<file path="src/rtl/wb_stage.sv">
// wb_stage: registered, handshaked write-back stage with load alignment and an EX bypass tap.
// Define WB_RETIRE_CNT_EN to build the retired-instruction counter; otherwise instret reads zero.
module wb_stage #(
   parameter int RFW  = 5,
   parameter int DW   = 32,
   parameter int IW   = 32,
   parameter int CNTW = 64
) (
   input  logic            clk,
   input  logic            rst_n,
   input  logic            in_valid,
   output logic            in_ready,
   input  logic [IW-1:0]   inst,
   input  logic [DW-1:0]   alu_res,
   input  logic [DW-1:0]   mem_rdata,
   input  logic [1:0]      addr_lo,
   input  logic [DW-1:0]   pc_plus4,
   input  logic            rf_ready,
   output logic            rf_we,
   output logic [RFW-1:0]  rf_waddr,
   output logic [DW-1:0]   rf_wdata,
   output logic            fwd_valid,
   output logic [RFW-1:0]  fwd_rd,
   output logic [DW-1:0]   fwd_data,
   output logic [CNTW-1:0] instret
);

   localparam logic [4:0] OPC_LOAD   = 5'b00000;
   localparam logic [4:0] OPC_OP_IMM = 5'b00100;
   localparam logic [4:0] OPC_AUIPC  = 5'b00101;
   localparam logic [4:0] OPC_OP     = 5'b01100;
   localparam logic [4:0] OPC_LUI    = 5'b01101;
   localparam logic [4:0] OPC_JALR   = 5'b11001;
   localparam logic [4:0] OPC_JAL    = 5'b11011;

   // Halfword loads ignore addr_lo[0], so they shift by whole halfwords only.
   function automatic logic [DW-1:0] load_align(input logic [2:0]    f3,
                                                input logic [DW-1:0] rdata,
                                                input logic [1:0]    alo);
      logic [DW-1:0] byte_sh_s;
      logic [DW-1:0] half_sh_s;
      byte_sh_s = rdata >> {alo, 3'b000};
      half_sh_s = rdata >> {alo[1], 4'b0000};
      case (f3)
         3'b000:  load_align = DW'($signed(byte_sh_s[7:0]));
         3'b001:  load_align = DW'($signed(half_sh_s[15:0]));
         3'b010: begin
            if (DW == 32) load_align = rdata;
            else          load_align = DW'($signed(byte_sh_s[31:0]));
         end
         3'b100:  load_align = DW'(byte_sh_s[7:0]);
         3'b101:  load_align = DW'(half_sh_s[15:0]);
         default: load_align = {DW{1'b0}};
      endcase
   endfunction

   logic [4:0]     opcode_s;
   logic [2:0]     funct3_s;
   logic [RFW-1:0] rd_s;
   logic           wr_op_s;
   logic           we_next_s;
   logic [DW-1:0]  wdata_next_s;
   logic           accept_s;
   logic           drain_s;
   logic           unused_s;

   logic           held_valid_r;
   logic           held_we_r;
   logic [RFW-1:0] held_rd_r;
   logic [DW-1:0]  held_data_r;

   assign opcode_s = inst[6:2];
   assign funct3_s = inst[14:12];
   assign rd_s     = RFW'(inst[11:7]);
   assign unused_s = ^{inst[IW-1:15], inst[1:0]};

   // Decode the retiring instruction into write qualification and write-back data.
   always_comb begin
      wr_op_s      = 1'b0;
      wdata_next_s = alu_res;
      case (opcode_s)
         OPC_LOAD: begin
            wr_op_s      = 1'b1;
            wdata_next_s = load_align(funct3_s, mem_rdata, addr_lo);
         end
         OPC_JAL, OPC_JALR: begin
            wr_op_s      = 1'b1;
            wdata_next_s = pc_plus4;
         end
         OPC_OP_IMM, OPC_AUIPC, OPC_OP, OPC_LUI: begin
            wr_op_s      = 1'b1;
            wdata_next_s = alu_res;
         end
         default: begin
            wr_op_s      = 1'b0;
            wdata_next_s = alu_res;
         end
      endcase
   end

   assign we_next_s = wr_op_s && (rd_s != {RFW{1'b0}});
   assign in_ready  = !held_valid_r || rf_ready;
   assign accept_s  = in_valid && in_ready;
   assign drain_s   = held_valid_r && rf_ready;

   // Single-entry output register; a new accept may replace an entry draining on the same edge.
   always_ff @(posedge clk) begin
      if (!rst_n) begin
         held_valid_r <= 1'b0;
         held_we_r    <= 1'b0;
         held_rd_r    <= {RFW{1'b0}};
         held_data_r  <= {DW{1'b0}};
      end else if (accept_s) begin
         held_valid_r <= 1'b1;
         held_we_r    <= we_next_s;
         held_rd_r    <= rd_s;
         held_data_r  <= wdata_next_s;
      end else if (drain_s) begin
         held_valid_r <= 1'b0;
         held_we_r    <= 1'b0;
      end
   end

   assign rf_we     = held_valid_r && held_we_r;
   assign rf_waddr  = held_rd_r;
   assign rf_wdata  = held_data_r;
   assign fwd_valid = held_valid_r && held_we_r;
   assign fwd_rd    = held_rd_r;
   assign fwd_data  = held_data_r;

`ifdef WB_RETIRE_CNT_EN
   logic [CNTW-1:0] instret_r;

   // Count every drained entry, writing or not; wraps naturally.
   always_ff @(posedge clk) begin
      if (!rst_n) begin
         instret_r <= {CNTW{1'b0}};
      end else if (drain_s) begin
         instret_r <= instret_r + CNTW'(1'b1);
      end
   end

   assign instret = instret_r;
`else
   assign instret = {CNTW{1'b0}};
`endif

endmodule
</file>
<file path="config.mk">
export PLATFORM = sky130hd
export DESIGN_NAME = wb_stage
export DESIGN_NICKNAME = d
export VERILOG_FILES = /design/src/rtl/wb_stage.sv
export SDC_FILE = /design/constraint.sdc
export NUM_CORES = 1
export LEC_CHECK = 0
export CAP_MARGIN = 20
export CORE_AREA = 2 2 106 108
export CTS_CLUSTER_DIAMETER = 80
export DETAILED_ROUTE_END_ITERATION = 16
export DIE_AREA = 0 0 108 110
export PLACE_DENSITY = 0.83
export SYNTH_ARGS = -nofsm -noshare
export SYNTH_HDL_FRONTEND = slang
export SYNTH_SLANG_ARGS = --single-unit
</file>
<file path="constraint.sdc">
create_clock -name clk -period 2 [get_ports clk]
set_input_delay 0.3 -clock clk [delete_from_list [all_inputs] [get_ports clk]]
set_output_delay 0.3 -clock clk [all_outputs]
set_load 0.1 [all_outputs]
</file>
==> After elaboration in Yosys (flattened, before gate mapping) <==
Index checks and enable logic that the tools add are counted.
{ "word_totals": {"register_bits": 39, "inputBits": 134, "elab_cells": 34} }
{ "classes": {"n_eq_ne": 10, "shift": 2, "mux": 6, "n_reduce_logical": 12} }
{ "op_table": {"columns": ["op", "count"], "rows": [
  ["$pmux W32 S5", 1],
  ["$pmux W32 S2", 1],
  ["$shr A32 B5 Y16", 1],
  ["$shr A32 B5 Y8", 1],
  ["$eq A5 B3 Y1 const B", 2],
  ["$eq A5 B4 Y1 const B", 2],
  ["$eq A5 B5 Y1 const B", 2],
  ["$reduce_or A7 Y1", 1],
  ["$eq A3 B3 Y1 const B", 2],
  ["$logic_not A5 Y1", 1],
  ["$reduce_bool A5 Y1", 1],
  ["$logic_and A1 B1 Y1", 4],
  ["$mux W1", 4],
  ["$eq A3 B1 Y1 const B", 1],
  ["$eq A3 B2 Y1 const B", 1],
  ["$logic_not A3 Y1", 1],
  ["$reduce_bool A2 Y1", 1],
  ["$reduce_or A2 Y1", 1],
  ["$logic_not A1 Y1", 1],
  ["$logic_or A1 B1 Y1", 1]
]} }

==> Depth between registers and ports, before layout <==
{ "depth": {"ltp_word": 5, "mapped_depth": 7, "depth_no_buf": 5} }

==> Worst setup path before layout <==
No wires, ideal clock.
{ "synth_path": {"path_kind": "input to register", "start": "input port rf_ready", "end": "register held_data_r[10], in the netlist fwd_data[10]", "setup_time_ps": 71, "arrival_ps": 2100, "required_time_ps": 1929, "path_slack_ps": -171, "stages": 6, "cell_sequence": "nand2b_1 nand2_1 clkbuf_1 clkbuf_1 a221oi_1 a21oi_1"} }
{ "synth_via": {"elab_chain_cells": 2} }
{ "synth_rtl": {"columns": ["element", "line", "rtl"], "rows": [
  ["start, declared", "18", "input logic rf_ready,"],
  ["$logic_or A1 B1 Y1", "102", "assign in_ready = !held_valid_r || rf_ready;"],
  ["$logic_and A1 B1 Y1", "103", "assign accept_s = in_valid && in_ready;"],
  ["end signal, assigned", "112", "held_data_r <= {DW{1'b0}};"],
  ["end signal, assigned", "117", "held_data_r <= wdata_next_s;"],
  ["end, declared", "70", "logic [DW-1:0] held_data_r;"]
]} }
Every way passes these cells.
A chain may end at the register's enable or synchronous reset.

==> Final worst setup path <==
{ "layout_path": {"start": "input port inst[2]", "end": "register held_data_r[29], in the netlist fwd_data[29]"} }
{ "layout_via": {"elab_chain_cells": 3} }
{ "layout_rtl": {"columns": ["element", "line", "rtl"], "rows": [
  ["start, declared", "13", "input logic [IW-1:0] inst,"],
  ["$eq A5 B5 Y1", "81", "case (opcode_s)"],
  ["$reduce_or A2 Y1", null, null],
  ["$pmux W32 S2 *", "81", null]
]} }
Mark *: on every way between the ends. The rest lies on a longest branch, timed or not.

==> impl_metrics.json <==
{
  "status": "complete, no violations",
  "clockBufferDepth": 2,
  "drt_wl_total_um": 12500,
  "worst_clock_skew_ps": 4.95,
  "drc_errors": 0,
  "p_total_uw": 3600,
  "finalHoldViolCount": 0,
  "reg2reg_depth": 5,
  "worstPathCellList": "clkdlybuf4s50_1 > or4_4 > a21o_4 > buf_6 > a221oi_2 > a21oi_1",
  "wl_per_cell_um": 17.9,
  "required_ps": 2170,
  "cp.depth": 6,
  "cts-root-buf": "clkbuf_8",
  "layout_commonest_cell": "clkdlybuf4s50_1",
  "crit_path_end_kind": "register",
  "overflow": 0,
  "drive_gt1_share_pct": 27.2,
  "path_delay_family": "compound AO/OA/AOI/OAI gates",
  "syn_area_per_cell_um2": 8.14,
  "critical_path_class": "input port to register",
  "clk_latency_ps": 290,
  "whs_path_depth": 2,
  "ios": 275,
  "mostFrequentLayoutCells": "clkdlybuf4s50_1, buf_4, conb_1",
  "timing.final.max_slew_violations": 0,
  "initial_core_util_pct": 29.5,
  "grt_pass1_wl_um": 17800,
  "ys_ff_latch": 39,
  "syn_area_um2": 3160,
  "numCtsBuffers": 5,
  "min_period_ps": 1950,
  "hold_path.class": "register to register",
  "critPathBufInv": 2,
  "hpwl_um": 9870,
  "fillers": 993,
  "grt_start_max_net_pins": 40,
  "yosysSeqAreaShare_pct": 24.7,
  "dieWidth_um": 108,
  "core_area_um2": 10700,
  "crit_slowest_cell": "or4_4",
  "max_freq_mhz": 512,
  "drt_iter0_drc": 323,
  "die_h_um": 110,
  "clk_pin_slew_ps": 70,
  "cp_max_fo": 19,
  "fin_ws_ps": 48.7,
  "cts_hold_buf": 0,
  "first_pass_iters": 6,
  "htree_levels": 2,
  "area_growth_pct": 56.8,
  "cts_tree": "yes",
  "preCtsSetupSlack_ps": -530,
  "leakage_uw": 0.00212,
  "ys_types": 37,
  "setup_viol": 0,
  "cpPeakStageDelay_ps": 450,
  "place_congestion": 0.881,
  "antenna_cells": 0,
  "nets": 689,
  "grtUsageTotal_pct": 19.5,
  "post-route-period-util_pct": 97.6,
  "power_density_nw_per_um2": 727,
  "ys.warnings.count": 0,
  "rows": 38,
  "cts.sinks": 39,
  "startpoint_type": "input port",
  "syn_inst": 388,
  "antenna_found_initial": 0,
  "peakVddDrop_mv": 0.326,
  "synth-async-reset-ratio_pct": 0,
  "via_count": 3407,
  "synth_enable_flop_cells": 0,
  "maxCapViolations": 0,
  "critical_path_arrival_ps": 2120,
  "drtAntennaViolNets": 0,
  "numPortBuffers": 191,
  "routed_via_density": 4.90,
  "grt_pass1_vias": 3381,
  "die-area_um2": 11900,
  "synth_flop_cell": "dfxtp_1"
}
-- stage by stage --
stage	cell area, um2	hold WS [ps]	TNS, ps	cells	util, %
3_3_place_gp	4690	470	-10950	685	43.8
3_5_place_dp	4690	482	-12240	685	43.8
4_1_cts	4850	492	0	695	45.3
5_1_grt	4950	518	-5.26	696	46.3
6_report	4950	486	0	696	46.3
2_1_floorplan	3400	439	0	451	-
-- synthesized netlist by cell type (2+ instances only) --
master / n / area [um2]
inv_1: 3 / 11.3
nor2_1: 6 / 22.5
o21ai_0: 42 / 210
nor3_1: 3 / 15.0
nand2_1: 19 / 71.3
buf_6: 2 / 22.5
o211a_1: 6 / 60.1
buf_2: 6 / 30.0
mux2i_1: 4 / 40.0
o21ai_1: 16 / 80.1
dfxtp_1: 39 / 781
o21ai_2: 3 / 26.3
a222oi_1: 6 / 60.1
nor2b_1: 2 / 12.5
a21boi_0: 6 / 45.0
clkbuf_1: 17 / 63.8
a21oi_1: 27 / 135
and2_1: 19 / 119
a221oi_2: 4 / 60.1
a32o_1: 7 / 70.1
buf_4: 102 / 766
mux2_2: 6 / 67.6
a221oi_1: 29 / 254
-- worst paths after layout --
| kind | startpoint | end | slack (ps) |
|---|---|---|---|
| setup / recovery | inst[2] | fwd_data[29] | 50 |
| hold reg to reg | fwd_rd[4] | fwd_rd[4] | 490 |
| hold / removal | fwd_rd[4] | fwd_rd[4] | 490 |
| setup reg to reg | held_valid_r | fwd_data[20] | 670 |
-- routing by layer --
layer	track usage [%]	part of all wire [%]	up-vias
met4	6.23	1.3	0
met2	36.3	52	184
met3	5.64	9.6	13
li1	-	-	1592
met1	21.4	37	1618
met5	0	0	-
-- sequential cells by signal, indices dropped and copies added (netlist names) --
name	flops
held_valid_r	1
fwd_data	32
fwd_rd	5
held_we_r	1
-- cells by family after synthesis --
family          share of synthesized area [%]
mux                                      4.12
compound gates                           33.3
other cells                             0.119
buf+inv                                  28.5
flops                                    24.7
simple gates                             9.20
-- cell type report --
cell class                 instances  area (um2)  share of cell area, %
sequential                        39         781                   15.8
inverter                           3        11.3                  0.228
clock buffer                       7        76.3                   1.54
multi-input combinational        281        1840                   37.3
tap                              140         175                   3.54
clock inverter                     1        5.00                  0.101
timing repair buffer             225        2060                   41.6
-- where the power goes --
group	total [uW]	leakage, uW	internal (uW)	switching [uW]
combinational	2180	0.00175	502	1670
clock	532	0.0000422	245	286
sequential	890	0.000323	837	52.7
-- what timing repair did --
item,in CTS,in global routing
gates resized for setup,10,16
setup buffers,2,0
pin swaps,2,9
gates cloned,0,1
setup endpoints to repair,21,33
-- worst reg2reg max path, delay by kind of cell (launching register included) --
kind                   cells  cell delay, ps
AOI/OAI and AO/OA          2             410
and+or+nand+nor            2             230
DFF                        1             330
buffers and inverters      1             250
(Power assumes the default switching activity.)
